==> src/rtl/ext_write_buffer_if.sv <==
// Bus bundle for ext_write_buffer: CPU request side plus memory_controller side.
// Handshake: a CPU request is valid while cpu_cs_b=0, must be held stable, and is
// taken on the rising edge where cpu_clken=1. An mc access is presented while
// mc_cs_b=0, held stable, and completes on the rising edge where mc_clken=1.
interface ext_write_buffer_if #(
    parameter int DSIZE = 32,
    parameter int ASIZE = 20
);
    logic             cpu_cs_b;
    logic             cpu_rnw;
    logic [ASIZE-1:0] cpu_addr;
    logic [DSIZE-1:0] cpu_dout;
    logic             cpu_clken;
    logic [DSIZE-1:0] cpu_din;
    logic             mc_cs_b;
    logic             mc_rnw;
    logic [ASIZE-1:0] mc_addr;
    logic [DSIZE-1:0] mc_dout;
    logic             mc_clken;
    logic [DSIZE-1:0] mc_din;

    // The buffer itself.
    modport slave (
        input  cpu_cs_b, cpu_rnw, cpu_addr, cpu_dout, mc_clken, mc_din,
        output cpu_clken, cpu_din, mc_cs_b, mc_rnw, mc_addr, mc_dout
    );

    // The surrounding CPU and memory_controller.
    modport master (
        output cpu_cs_b, cpu_rnw, cpu_addr, cpu_dout, mc_clken, mc_din,
        input  cpu_clken, cpu_din, mc_cs_b, mc_rnw, mc_addr, mc_dout
    );
endinterface

==> src/rtl/ext_write_buffer.sv <==
// Posted-write buffer: CPU writes land in a small FIFO and drain to the memory
// controller in the background; reads wait for the drain, then run one access.
module ext_write_buffer #(
    parameter int DSIZE     = 32,
    parameter int ASIZE     = 20,
    parameter int DEPTH     = 4,
    parameter int LOG2DEPTH = 2
) (
    input  logic                clock,
    input  logic                reset_b,
    ext_write_buffer_if.slave   bus,
    output logic                buf_empty,
    output logic [1:0]          dbg_state
);

    typedef enum logic [1:0] {
        IDLE  = 2'd0,
        WRITE = 2'd1,
        READ  = 2'd2
    } state_e;

    localparam logic [LOG2DEPTH:0]   FULL_CNT = (LOG2DEPTH+1)'(DEPTH);
    localparam logic [LOG2DEPTH:0]   CNT_ONE  = (LOG2DEPTH+1)'(1);
    localparam logic [LOG2DEPTH-1:0] PTR_ONE  = LOG2DEPTH'(1);

    state_e state_q, state_d;

    logic [ASIZE-1:0]     fifo_addr_q [DEPTH];
    logic [DSIZE-1:0]     fifo_data_q [DEPTH];
    logic [LOG2DEPTH-1:0] wr_ptr_q, wr_ptr_d;
    logic [LOG2DEPTH-1:0] rd_ptr_q, rd_ptr_d;
    logic [LOG2DEPTH:0]   count_q, count_d;

    logic             mc_cs_b_q, mc_cs_b_d;
    logic             mc_rnw_q, mc_rnw_d;
    logic [ASIZE-1:0] mc_addr_q, mc_addr_d;
    logic [DSIZE-1:0] mc_dout_q, mc_dout_d;

    logic wr_req, rd_req, complete, fifo_empty, fifo_full;
    logic load_slot, pop, push, bypass;

    assign wr_req     = !bus.cpu_cs_b && !bus.cpu_rnw;
    assign rd_req     = !bus.cpu_cs_b &&  bus.cpu_rnw;
    assign complete   = !mc_cs_b_q && bus.mc_clken;
    assign fifo_empty = (count_q == '0);
    assign fifo_full  = (count_q == FULL_CNT);

    // A new mc access may be loaded from idle, or back-to-back on a write completion.
    assign load_slot  = (state_q == IDLE) || ((state_q == WRITE) && complete);

    // ---------------------------------------------------------------- state register
    always_ff @(posedge clock or negedge reset_b) begin
        if (!reset_b) begin
            state_q <= IDLE;
        end else begin
            state_q <= state_d;
        end
    end

    // ---------------------------------------------------------------- next state
    always_comb begin
        state_d = state_q;
        case (state_q)
            IDLE: begin
                if (!fifo_empty || wr_req) state_d = WRITE;
                else if (rd_req)           state_d = READ;
            end
            WRITE: begin
                if (complete) begin
                    if (!fifo_empty || wr_req) state_d = WRITE;
                    else if (rd_req)           state_d = READ;
                    else                       state_d = IDLE;
                end
            end
            READ: begin
                if (complete) state_d = IDLE;
            end
            default: state_d = IDLE;
        endcase
    end

    // ---------------------------------------------------------------- outputs / datapath control
    // The FIFO holds only writes not yet handed to the controller; the entry being
    // driven on mc_* lives in the mc registers. A write arriving with the FIFO empty
    // at a load slot bypasses the FIFO and goes straight onto the bus.
    always_comb begin
        mc_cs_b_d = mc_cs_b_q;
        mc_rnw_d  = mc_rnw_q;
        mc_addr_d = mc_addr_q;
        mc_dout_d = mc_dout_q;
        pop       = 1'b0;
        bypass    = 1'b0;

        if (load_slot) begin
            if (!fifo_empty) begin
                pop       = 1'b1;
                mc_cs_b_d = 1'b0;
                mc_rnw_d  = 1'b0;
                mc_addr_d = fifo_addr_q[rd_ptr_q];
                mc_dout_d = fifo_data_q[rd_ptr_q];
            end else if (wr_req) begin
                bypass    = 1'b1;
                mc_cs_b_d = 1'b0;
                mc_rnw_d  = 1'b0;
                mc_addr_d = bus.cpu_addr;
                mc_dout_d = bus.cpu_dout;
            end else if (rd_req) begin
                mc_cs_b_d = 1'b0;
                mc_rnw_d  = 1'b1;
                mc_addr_d = bus.cpu_addr;
            end else begin
                mc_cs_b_d = 1'b1;
                mc_rnw_d  = 1'b1;
            end
        end else if ((state_q == READ) && complete) begin
            mc_cs_b_d = 1'b1;
            mc_rnw_d  = 1'b1;
        end

        push = wr_req && !bypass && (!fifo_full || pop);

        if (bus.cpu_cs_b)     bus.cpu_clken = 1'b1;
        else if (!bus.cpu_rnw) bus.cpu_clken = !fifo_full || pop;
        else                  bus.cpu_clken = (state_q == READ) && complete;
    end

    always_comb begin
        wr_ptr_d = push ? wr_ptr_q + PTR_ONE : wr_ptr_q;
        rd_ptr_d = pop  ? rd_ptr_q + PTR_ONE : rd_ptr_q;
        case ({push, pop})
            2'b10:   count_d = count_q + CNT_ONE;
            2'b01:   count_d = count_q - CNT_ONE;
            default: count_d = count_q;
        endcase
    end

    always_ff @(posedge clock or negedge reset_b) begin
        if (!reset_b) begin
            wr_ptr_q  <= '0;
            rd_ptr_q  <= '0;
            count_q   <= '0;
            mc_cs_b_q <= 1'b1;
            mc_rnw_q  <= 1'b1;
            mc_addr_q <= '0;
            mc_dout_q <= '0;
        end else begin
            wr_ptr_q  <= wr_ptr_d;
            rd_ptr_q  <= rd_ptr_d;
            count_q   <= count_d;
            mc_cs_b_q <= mc_cs_b_d;
            mc_rnw_q  <= mc_rnw_d;
            mc_addr_q <= mc_addr_d;
            mc_dout_q <= mc_dout_d;
        end
    end

    // Storage needs no reset: entries are only read once count says they are valid.
    always_ff @(posedge clock) begin
        if (push) begin
            fifo_addr_q[wr_ptr_q] <= bus.cpu_addr;
            fifo_data_q[wr_ptr_q] <= bus.cpu_dout;
        end
    end

    assign bus.cpu_din = bus.mc_din;
    assign bus.mc_cs_b = mc_cs_b_q;
    assign bus.mc_rnw  = mc_rnw_q;
    assign bus.mc_addr = mc_addr_q;
    assign bus.mc_dout = mc_dout_q;

    assign buf_empty = fifo_empty && (state_q == IDLE);
    assign dbg_state = state_q;

endmodule

==> src/flat_wrapper.sv <==
// flat-port wrapper written by rule: the top's interface ports become plain ports
module ext_write_buffer_flat 
#(
    parameter int DSIZE     = 32,
    parameter int ASIZE     = 20,
    parameter int DEPTH     = 4,
    parameter int LOG2DEPTH = 2
)
  (clock, reset_b, buf_empty, dbg_state, bus_cpu_cs_b, bus_cpu_rnw, bus_cpu_addr, bus_cpu_dout, bus_mc_clken, bus_mc_din, bus_cpu_clken, bus_cpu_din, bus_mc_cs_b, bus_mc_rnw, bus_mc_addr, bus_mc_dout);
  ext_write_buffer_if #(.DSIZE(DSIZE), .ASIZE(ASIZE)) bus_i ();
  input  logic clock;
  input  logic reset_b;
  output logic buf_empty;
  output logic [1:0] dbg_state;
  input wire logic [$bits(bus_i.cpu_cs_b)-1:0] bus_cpu_cs_b;
  input wire logic [$bits(bus_i.cpu_rnw)-1:0] bus_cpu_rnw;
  input wire logic [$bits(bus_i.cpu_addr)-1:0] bus_cpu_addr;
  input wire logic [$bits(bus_i.cpu_dout)-1:0] bus_cpu_dout;
  input wire logic [$bits(bus_i.mc_clken)-1:0] bus_mc_clken;
  input wire logic [$bits(bus_i.mc_din)-1:0] bus_mc_din;
  output wire logic [$bits(bus_i.cpu_clken)-1:0] bus_cpu_clken;
  output wire logic [$bits(bus_i.cpu_din)-1:0] bus_cpu_din;
  output wire logic [$bits(bus_i.mc_cs_b)-1:0] bus_mc_cs_b;
  output wire logic [$bits(bus_i.mc_rnw)-1:0] bus_mc_rnw;
  output wire logic [$bits(bus_i.mc_addr)-1:0] bus_mc_addr;
  output wire logic [$bits(bus_i.mc_dout)-1:0] bus_mc_dout;
  assign bus_i.cpu_cs_b = bus_cpu_cs_b;
  assign bus_i.cpu_rnw = bus_cpu_rnw;
  assign bus_i.cpu_addr = bus_cpu_addr;
  assign bus_i.cpu_dout = bus_cpu_dout;
  assign bus_i.mc_clken = bus_mc_clken;
  assign bus_i.mc_din = bus_mc_din;
  assign bus_cpu_clken = bus_i.cpu_clken;
  assign bus_cpu_din = bus_i.cpu_din;
  assign bus_mc_cs_b = bus_i.mc_cs_b;
  assign bus_mc_rnw = bus_i.mc_rnw;
  assign bus_mc_addr = bus_i.mc_addr;
  assign bus_mc_dout = bus_i.mc_dout;
  ext_write_buffer #(.DSIZE(DSIZE), .ASIZE(ASIZE), .DEPTH(DEPTH), .LOG2DEPTH(LOG2DEPTH)) u_core (.clock(clock), .reset_b(reset_b), .bus(bus_i), .buf_empty(buf_empty), .dbg_state(dbg_state));
endmodule
==> config.mk <==
export PLATFORM = sky130hd
export DESIGN_NAME = ext_write_buffer_flat
export DESIGN_NICKNAME = d
export VERILOG_FILES = /design/src/rtl/ext_write_buffer_if.sv /design/src/rtl/ext_write_buffer.sv /design/src/flat_wrapper.sv
export SDC_FILE = /design/constraint.sdc
export NUM_CORES = 1
export LEC_CHECK = 0
export CAP_MARGIN = 20
export CELL_PAD_IN_SITES_DETAIL_PLACEMENT = 0
export CELL_PAD_IN_SITES_GLOBAL_PLACEMENT = 2
export CORE_MARGIN = 2
export CORE_UTILIZATION = 43
export CTS_BUF_LIST = sky130_fd_sc_hd__clkbuf_8
export CTS_CLUSTER_DIAMETER = 30
export DETAILED_ROUTE_END_ITERATION = 8
export PLACE_DENSITY_LB_ADDON = 0.05
export SLEW_MARGIN = 20
export SYNTH_ARGS = -nofsm -noshare
export SYNTH_HDL_FRONTEND = slang
export SYNTH_SLANG_ARGS = --single-unit
export TNS_END_PERCENT = 20
==> constraint.sdc <==
create_clock -name clock -period 5.3 [get_ports clock]
set_clock_uncertainty 0.2 [all_clocks]
set_input_delay 1.06 -clock clock [delete_from_list [all_inputs] [get_ports clock]]
set_output_delay 1.06 -clock clock [all_outputs]
set_load 0.02 [all_outputs]
==> summary.md <==
| Metric | Value |
|---|---|
| EDFF count, synth | `208` |
| Yosys Warn Count | `0` |
| Reg2reg setup slack | `2.23 ns` |
| Synth area leaders | `edfxtp_1 (58%), dfrtp_1 (14%), mux4_2 (11%), o22ai_1 (3.0%), buf_4 (2.7%)` |
| Post-synth top flop | `edfxtp_1` |
| Synth top area share | `58.4%` |
| Share of cells above drive strength 1 | `22.2%` |
| Clock slew at reported path FFs | `0.05 ns` |
| Largest net degree at the start of global routing | `64` |
| CTS HTree Levels | `2` |
| Hold_buf cts | `0` |
| Rel. slew slack | `27.7%` |
| Clock sink count | `271` |
| Pleak | `4.67 nW` |
| Placed cell areas | `11900 um^2` |
| CTS tree | `done` |
| GPL Wtd Cong | `0.740` |
| CP Cell Sequence | `clkdlybuf4s50_1 -> nand3b_1 -> mux2_2 -> o21ai_0 -> clkdlybuf4s50_1` |
| Crit Path Class | `in2out` |
| Drc violations | `0` |
| Sequential share of the synthesized area | `73.1%` |
| Max-slew violations | `0` |
| Initial antenna violation count | `0` |
| Critical Path AT | `3.13 ns` |
| Worst-case clock buffer depth | `3` |
| Cts bufs inserted | `50` |
| RSZ-0062 raised after global routing | `no` |
| Die Wd | `162 um` |
| Chip height | `162 um` |
| Rows | `57` |
| DR iter-0 viols | `296` |
| Worst reg2reg endpoint | `u_core.count_q[2]` |
| Syn Inst Count | `588` |
| Starting Density | `43.9%` |
| Crit path time final | `4.39 ns` |
| Most frequent CP cell | `clkdlybuf4s50_1` |
| Nets | `791` |
| Most common cell in the netlist | `edfxtp_1` |
| GR Util met2 | `30.3%` |
| Crit Path Max Fanout | `3` |
| CP max stage delay | `0.69 ns` |
| GRT busiest layer | `met2` |
| Yosys reg bits | `271` |
| Met3 Track Usage GR | `4.42%` |
| Port Buf Inserts | `114` |
| Design Area, Final | `13100 um^2` |
| Period utilisation layout | `82.8%` |
| Vias per inst | `5.50` |
| Area of the core | `24400 um^2` |
| R2r startpoint | `u_core.count_q[0]` |
| First-pass GRT wire length | `36800 um` |
| Skew-Pair Late Insertion Delay | `0.56 ns` |
| Mean post-synth cell area | `18.2 um^2` |
| Max Clock Freq | `0.228 GHz` |
| Gr usage total | `18.5%` |
| HPWL Detailed | `12400 um` |
| # fillers | `2027` |
| Setup crit end kind | `output pin` |
| Post-CTS sizing | `0` |
| Number of global-route vias before repair | `6374` |
| Ant diodes | `0` |
| Startpoint Class | `input port` |
| Asr flop ratio synth | `23.2%` |
| Worst-margin pin slew | `1.08 ns` |
| Routed WL per cell | `22.4 um` |
| WP data required | `4.04 ns` |
| Pwr Total | `5.47 mW` |
| Via count | `5842` |
| Run status | `finished, final reports clean` |
| Boundary Pins | `179` |
| Synth cell types | `41` |
| Syn nets | `683` |
| Final Setup Violations | `0` |
| Postcts setup bufs | `0` |
| Drt total wl | `23800 um` |
| Cell Pwr Density | `417 nW/um^2` |
| Synthesized cell area | `10700 um^2` |
| DRT Pass-1 Iters | `7` |
| Synthesis-to-finish area growth | `22.6%` |
| Endpoint, Worst Hold | `u_core.bus.mc_dout[6]` |
| Hold Path Cell Cnt | `2` |
| Peak supply drop | `0.216 mV` |
| GRT met1 Usage | `24.7%` |
| Yosys top cell by area | `edfxtp_1` |
| Die Area | `26200 um^2` |
| Max Cap Viol | `0` |
| Hold Vio Cnt, Final | `0` |
| Most frequent cells after synthesis | `edfxtp_1 (208), dfrtp_1 (61), mux4_2 (52), o22ai_1 (52), buf_4 (39)` |
| Slowest-stage cell, CP | `clkdlybuf4s50_1` |
| Worst Hold Launch | `u_core.bus.mc_dout[6]` |
| Final ANT Viol Nets | `0` |
| Clk Tree Root Cell | `clkbuf_8` |
| R2R cell count | `9` |
| Grt total ovfl | `0` |
| Hold Crit Class | `reg2reg` |
| Setup TNS Final | `0 ns` |
## area by class of cell
cell class                 count  area (um^2)  share of cell area (%)
clock buffer                  56          771                    5.88
clock inverter                38          445                    3.40
inverter                       7         26.3                   0.200
multi-input combinational    243         2430                    18.5
sequential                   271         7830                    59.7
tap                          324          405                    3.09
timing repair buffer         123         1210                    9.20
## layer usage
metal / share of wire, % / vias up
li1: - / 2548
met1: 43 / 3028
met2: 49 / 200
met3: 6.3 / 66
met4: 2.3 / 0
met5: 0 / -
## worst max path at each step
stage | startpoint | endpoint | slack, ns | cells after the start
after floorplan | bus_mc_clken | u_core.fifo_addr_q[0][0] | 1.77 | 4
after global placement | bus_mc_clken | bus_cpu_clken | 1.02 | 5
after detailed placement | bus_mc_clken | bus_cpu_clken | 1.01 | 5
after CTS | bus_mc_clken | bus_cpu_clken | 0.99 | 5
after global routing | bus_mc_clken | bus_cpu_clken | 0.91 | 5
final | bus_mc_clken | bus_cpu_clken | 0.91 | 5
## sequential cells by signal, indices dropped and copies added, names as in the netlist
| name | flops |
|---|---|
| u_core.bus.mc_addr | 20 |
| u_core.wr_ptr_q | 2 |
| u_core.dbg_state | 2 |
| u_core.fifo_data_q | 128 |
| u_core.bus.mc_cs_b | 1 |
| u_core.rd_ptr_q | 2 |
| u_core.fifo_addr_q | 80 |
| u_core.count_q | 3 |
| u_core.bus.mc_dout | 32 |
| u_core.bus.mc_rnw | 1 |
## power breakdown
group	switching (mW)	internal, mW	total, mW
combinational	0.352	0.193	0.545
clock	0.883	1.47	2.36
sequential	0.0641	2.50	2.56
## through the flow
stage / setup slack (ns) / hold WS [ns] / utilization [%] / std cells
after CTS: 0.987 / 0.338 / 53.7 / 1062
after floorplan: 1.77 / 0.335 / - / 588
after global placement: 1.02 / 0.310 / 48.7 / 968
final: 0.912 / 0.331 / 53.8 / 1062
after global routing: 0.915 / 0.352 / 53.8 / 1062
after detailed placement: 1.01 / 0.323 / 48.7 / 968
## cells in the final DEF (no fill, tap or decap), types with 3 or more instances in the layout
cell	Yosys	routed
o21ai_0	3	3
edfxtp_1	208	208
clkdlybuf4s50_1	0	113
o22ai_1	52	52
mux4_2	52	52
clkinv_2	0	12
xnor2_1	3	3
and2_2	0	4
dfrtp_1	61	59
a2bb2oi_1	20	20
inv_1	7	17
buf_4	39	10
xor2_1	3	3
bufinv_16	0	10
clkinvlp_4	0	4
ha_1	5	5
a21oi_1	36	35
clkbuf_8	0	56
nor2_1	38	38
## logic make-up (layout without fill, tap and decap cells)
logic type	count (synthesis)	in the layout	share of synthesized area, %
buffers and inverters	74	224	4.34
and+or+nand+nor	55	55	2.40
adders and majority gates	6	6	0.772
muxes	57	57	11.5
AOI/OAI and AO/OA	119	119	7.36
DFF	271	271	73.1
xor gates and xnor gates	6	6	0.491
## critical path, delay by kind of cell
family	cells	cell delay [ns]
buf+inv	2	1.22
simple gates	1	0.17
mux	1	0.32
compound gates	1	0.35
(Power assumes the default switching activity.)
